$ cat config.mk
export PLATFORM = sky130hd
export DESIGN_NAME = vga_timing_gen
export DESIGN_NICKNAME = d
export VERILOG_FILES = /design/src/rtl/vga_timing_gen.sv
export SDC_FILE = /design/constraint.sdc
export NUM_CORES = 1
export LEC_CHECK = 0
export CORE_MARGIN = 10
export CORE_UTILIZATION = 37
export DETAILED_ROUTE_END_ITERATION = 6
export PLACE_DENSITY = 0.68
export SLEW_MARGIN = 5
export SYNTH_ARGS = -nofsm -noshare
export SYNTH_HDL_FRONTEND = slang
export SYNTH_SLANG_ARGS = --single-unit
$ cat constraint.sdc
create_clock -name vclock -period 6.65 [get_ports vclock]
set_input_delay 0.9975 -clock vclock [delete_from_list [all_inputs] [get_ports vclock]]
set_output_delay 0.9975 -clock vclock [all_outputs]
set_load 0.02 [all_outputs]
$ cat src/rtl/vga_timing_gen.sv
// VGA raster timing generator: IDLE/RUN/STOPPING control, pixel/line counters, syncs and blank.
// Optional frame counter enabled by defining VGA_TIMING_FRAME_COUNT_EN.
module vga_timing_gen #(
  parameter int unsigned H_ACTIVE = 640,
  parameter int unsigned H_FP     = 16,
  parameter int unsigned H_SYNC   = 96,
  parameter int unsigned H_BP     = 48,
  parameter int unsigned V_ACTIVE = 480,
  parameter int unsigned V_FP     = 10,
  parameter int unsigned V_SYNC   = 2,
  parameter int unsigned V_BP     = 33,
  parameter bit          H_POL    = 1'b0,
  parameter bit          V_POL    = 1'b0,
  parameter int unsigned CW       = 11
) (
  input  logic          vclock,
  input  logic          reset,
  input  logic          ce,
  input  logic          en,
  output logic [CW-1:0] hcount,
  output logic [CW-1:0] vcount,
  output logic          hsync,
  output logic          vsync,
  output logic          blank,
  output logic          line_start,
  output logic          frame_start,
  output logic          running,
  output logic [7:0]    frame_count
);

  localparam int unsigned H_TOTAL = H_ACTIVE + H_FP + H_SYNC + H_BP;
  localparam int unsigned V_TOTAL = V_ACTIVE + V_FP + V_SYNC + V_BP;

  localparam logic [CW-1:0] H_LAST     = CW'(H_TOTAL - 1);
  localparam logic [CW-1:0] V_LAST     = CW'(V_TOTAL - 1);
  localparam logic [CW-1:0] H_VIS      = CW'(H_ACTIVE);
  localparam logic [CW-1:0] V_VIS      = CW'(V_ACTIVE);
  localparam logic [CW-1:0] HS_START   = CW'(H_ACTIVE + H_FP);
  localparam logic [CW-1:0] HS_END     = CW'(H_ACTIVE + H_FP + H_SYNC);
  localparam logic [CW-1:0] VS_START   = CW'(V_ACTIVE + V_FP);
  localparam logic [CW-1:0] VS_END     = CW'(V_ACTIVE + V_FP + V_SYNC);

  typedef enum logic [1:0] {
    IDLE     = 2'd0,
    RUN      = 2'd1,
    STOPPING = 2'd2
  } state_t;

  state_t        state, state_next;
  logic [CW-1:0] h_next, v_next;
  logic          hsync_next, vsync_next, blank_next;
  logic          ls_next, fs_next, active_next;
  logic          last_pixel;

  assign last_pixel = (hcount == H_LAST) && (vcount == V_LAST);

  // Next state plus the values every registered output takes on the coming edge.
  always_comb begin
    state_next = state;
    h_next     = hcount;
    v_next     = vcount;
    ls_next    = 1'b0;
    fs_next    = 1'b0;

    case (state)
      IDLE: begin
        h_next = '0;
        v_next = '0;
        if (ce && en) begin
          state_next = RUN;
          ls_next    = 1'b1;
          fs_next    = 1'b1;
        end
      end
      RUN, STOPPING: begin
        if (state == RUN && !en)     state_next = STOPPING;
        if (state == STOPPING && en) state_next = RUN;
        if (ce) begin
          if (last_pixel && !en) begin
            // Stop request honoured only once the whole frame has been emitted.
            state_next = IDLE;
            h_next     = '0;
            v_next     = '0;
          end else begin
            if (hcount == H_LAST) begin
              h_next = '0;
              v_next = (vcount == V_LAST) ? '0 : vcount + CW'(1);
            end else begin
              h_next = hcount + CW'(1);
            end
            ls_next = (h_next == '0);
            fs_next = (h_next == '0) && (v_next == '0);
          end
        end
      end
      default: begin
        state_next = IDLE;
        h_next     = '0;
        v_next     = '0;
      end
    endcase

    active_next = (state_next != IDLE);
    hsync_next  = (active_next && h_next >= HS_START && h_next < HS_END) ? H_POL : ~H_POL;
    vsync_next  = (active_next && v_next >= VS_START && v_next < VS_END) ? V_POL : ~V_POL;
    blank_next  = !active_next || (h_next >= H_VIS) || (v_next >= V_VIS);
  end

  always_ff @(posedge vclock or posedge reset) begin
    if (reset) begin
      state       <= IDLE;
      hcount      <= '0;
      vcount      <= '0;
      hsync       <= ~H_POL;
      vsync       <= ~V_POL;
      blank       <= 1'b1;
      line_start  <= 1'b0;
      frame_start <= 1'b0;
      running     <= 1'b0;
    end else begin
      state       <= state_next;
      hcount      <= h_next;
      vcount      <= v_next;
      hsync       <= hsync_next;
      vsync       <= vsync_next;
      blank       <= blank_next;
      line_start  <= ls_next;
      frame_start <= fs_next;
      running     <= active_next;
    end
  end

`ifdef VGA_TIMING_FRAME_COUNT_EN
  // Counts frame_start pulses; wraps modulo 256.
  always_ff @(posedge vclock or posedge reset) begin
    if (reset) begin
      frame_count <= 8'd0;
    end else if (fs_next) begin
      frame_count <= frame_count + 8'd1;
    end
  end
`else
  assign frame_count = 8'd0;
`endif

endmodule

==> summary.md <==
| Metric | Value |
|---|---|
| H-tree depth | 2 |
| YS warnings | 0 |
| Clk sinks | 30 |
| Distinct cells, synth | 59 |
| Design area | 2800 sq um |
| WP data required | 6.86 ns |
| Async S/R FF share, synth | 100% |
| CP Depth | 7 |
| Effective utilization at floorplan | 38.2% |
| Synth Area in Compound Gates | 19.4% |
| FMAX | 300 MHz |
| Crit-path max cell delay | 0.87 ns |
| Fin. max-slew vios | 0 |
| Tmin final | 3.33 ns |
| Clk_skew | 0.00844 ns |
| Highest-count cells in the layout ignoring fill and taps | clkdlybuf4s50_1 (31), dfrtp_1 (27), nand2_1 (20), a21oi_1 (20), nand3_1 (17) |
| Top_reg_cell synth | dfrtp_1 |
| TritonCTS buffer count | 5 |
| Vias in the first global route | 2,150 |
| Placer Congestion | 0.941 |
| PD cells | 217 nW/um^2 |
| Dpl hpwl | 4850 um |
| Grt ovf | 0 |
| Post-synthesis mux area share | 2.05% |
| Synthesized cell area | 2440 sq um |
| Post-Synth Adder-Cell Area | 3.59% |
| Post-CTS Setup Inserts | 0 |
| Synth Area in XOR/XNOR | 3.59% |
| Multi-input logic area | 1490 sq um |
| Worst setup SP type | input pin |
| Status | complete, no violations |
| Hold-fix buffers, CTS | 0 |
| Max Cap Viol | 0 |
| Worst-path fanout max | 16 |
| Resized cells post-CTS | 0 |
| Crit. End Element | flop |
| Leak | 1.04 nW |
| Maximum clock path buffer count | 2 |
| Antenna viol nets, final | 0 |
| Crit path DAT | 3.54 ns |
| Vias | 2,366 |
| Diodes inserted | 0 |
| Initial DRC Count | 154 |
| RSZ-0062 raised after global routing | false |
| Clock-pin slew on the worst setup and hold paths | 0.07 ns |
| All-layer global routing usage | 13.4% |
| Commonest non-fill, non-tap cell in the layout | clkdlybuf4s50_1 |
| Core box area | 6390 sq um |
| R2R Setup Slk | 3.88 ns |
| First-pass GRT wire length | 11,300 um |
| Least-Margin Pin Slew | 0.634 ns |
| Area grow syn2layout | 14.8% |
| Worst Reg-to-Reg Cells | 8 |
| Worst-path cell chain | clkdlybuf4s50_1, inv_1, nor4_4, nand3_1, a211o_1, nor4_2, nand4_1 |
| Post-synth EDFFs | 0 |
| Die height | 101 um |
| Antenna violations before repair | 0 |
| Io pins | 40 |
| Final Cycle Share | 50.1% |
| DRC errors left | 0 |
| Root buffer cell | clkbuf_8 |
| Post-Synth Simple-Gate Area | 31.0% |
| Crit path max-delay family | buffers and inverters |
| Die X | 101 um |
| FILL cells | 635 |
| FF/Latch Area | 754 sq um |
| Critical Path End | vsync |
| Critical path startpoint | ce |
| Slew margin rel. | 57.6% |
| WL final | 6930 um |
| Die area | 10,300 sq um |
| VDD IR-drop max | 0.000109 V |
| Post-layout net count | 321 |
| Setup_tns | 0 ns |
| Clock Latency Late Sink | 0.29 ns |
| R2r endpoint | blank |
| Avg Cell Area, Syn | 8.31 sq um |
| Seq/Total Area, Yosys | 30.9% |
| Layout cells sized above 1 | 6.43% |
| Pin count of the biggest net entering global routing | 31 |
| Pre-antenna DRT Iters | 4 |
| Vias per cell | 6.10 |
| Final Setup Violations | 0 |
| Kind of critical path | input pin to flop |
| Rows | 29 |
| Reg2Reg Launch Point | vcount[0] |
| Syn Inst Count | 294 |
| Final Hold Viols | 0 |
| Largest family of logic cells by synthesized area | simple AND/OR/NAND/NOR gates |
| Synth Register Bits | 30 |
| Port Buf Inserts | 31 |
| Bufs and invs on worst path | 2 |
| CTS tree | yes |
| Placed inst area | 2710 sq um |
| Slowest cell on the critical path | clkdlybuf4s50_1 |
| Routed length per instance | 17.9 um |
| Hold crit path type | flop to flop |
## how the worst min path moves through the flow
| stage | to | startpoint | cells past startpoint | slack (ns) |
|---|---|---|---|---|
| 2_1_floorplan | state[0] | state[0] | 2 | 0.59 |
| 3_3_place_gp | hcount[1] | hcount[1] | 2 | 0.64 |
| 3_5_place_dp | hcount[1] | hcount[1] | 2 | 0.62 |
| 4_1_cts | hcount[1] | hcount[1] | 2 | 0.63 |
| 5_1_grt | hcount[1] | hcount[1] | 2 | 0.66 |
| 6_report | hcount[1] | hcount[1] | 2 | 0.63 |
## state kept, by name, summed over array words and instances (netlist names)
signal / cells
vsync: 1
blank: 1
frame_start: 1
hsync: 1
vcount: 11
state: 2
running: 1
hcount: 11
line_start: 1
## cell usage after synthesis, types with 3 or more instances
master / count / area, sq um
xor2_1: 6 / 52.6
buf_2: 7 / 35.0
o31a_1: 7 / 61.3
buf_4: 9 / 67.6
nor2_1: 13 / 48.8
ha_1: 7 / 87.6
a21oi_1: 20 / 100
mux2i_1: 5 / 50.1
o22ai_1: 6 / 37.5
nor2b_1: 4 / 25.0
nand2_1: 20 / 75.1
nand3_1: 17 / 85.1
dfstp_2: 3 / 78.8
dfrtp_1: 27 / 676
o21ai_0: 12 / 60.1
and3_1: 3 / 18.8
xnor2_1: 4 / 35.0
and2_1: 5 / 31.3
clkbuf_1: 11 / 41.3
nand2b_1: 5 / 31.3
nor3_1: 10 / 50.1
nand4_1: 12 / 75.1
or3_1: 6 / 37.5
inv_1: 15 / 56.3
nor4_1: 12 / 75.1
nand3b_1: 4 / 30.0
## worst register-to-register path: stages (launching register included)
cell	delay, ns
dfrtp_1	0.48
inv_1	0.13
ha_1	0.15
nor4b_1	0.32
nand3_1	0.47
a21oi_1	0.33
o22ai_1	0.16
or3b_1	0.39
a211o_1	0.27
## metal layers
metal,up-vias,share of wire [%],track usage (%)
li1,1106,-,-
met1,1142,45,18.3
met2,103,45,19.3
met3,15,7.3,3.13
met4,0,2.1,6.22
met5,-,0,0
## where the power goes
group,leakage [nW],internal [mW],switching [mW]
Clock,0.0482,0.0835,0.0737
Sequential,0.402,0.206,0.0172
Combinational,0.590,0.0874,0.142
## layout make-up
| class | count | area share [%] |
|---|---|---|
| inverters | 15 | 2.01 |
| multi-input cells | 226 | 53.0 |
| clock inverters | 1 | 0.179 |
| well taps | 77 | 3.44 |
| clock buffers | 7 | 3.08 |
| repair buffers | 32 | 11.3 |
| flip-flops and latches | 30 | 26.9 |
## metrics by stage
| step | power (mW) | setup slack [ns] | std cells | util, % | hold slack [ns] |
|---|---|---|---|---|---|
| 6_report | 0.609 | 3.32 | 388 | 43.9 | 0.625 |
| 5_1_grt | 0.644 | 3.20 | 388 | 43.9 | 0.657 |
| 3_3_place_gp | 0.452 | 3.16 | 380 | 42.5 | 0.636 |
| 4_1_cts | 0.616 | 3.38 | 388 | 43.9 | 0.629 |
| 2_1_floorplan | 0.384 | 4.22 | 301 | - | 0.587 |
| 3_5_place_dp | 0.456 | 3.10 | 380 | 42.5 | 0.619 |
## kinds of logic (layout without fill, tap and decap cells)
family	count (synthesis)	in the layout
simple gates	125	125
flops	30	30
fa+ha+maj	7	7
buf+inv	45	55
compound gates	71	71
other cells	1	8
xor+xnor	10	10
mux	5	5
(Power assumes the default switching activity.)
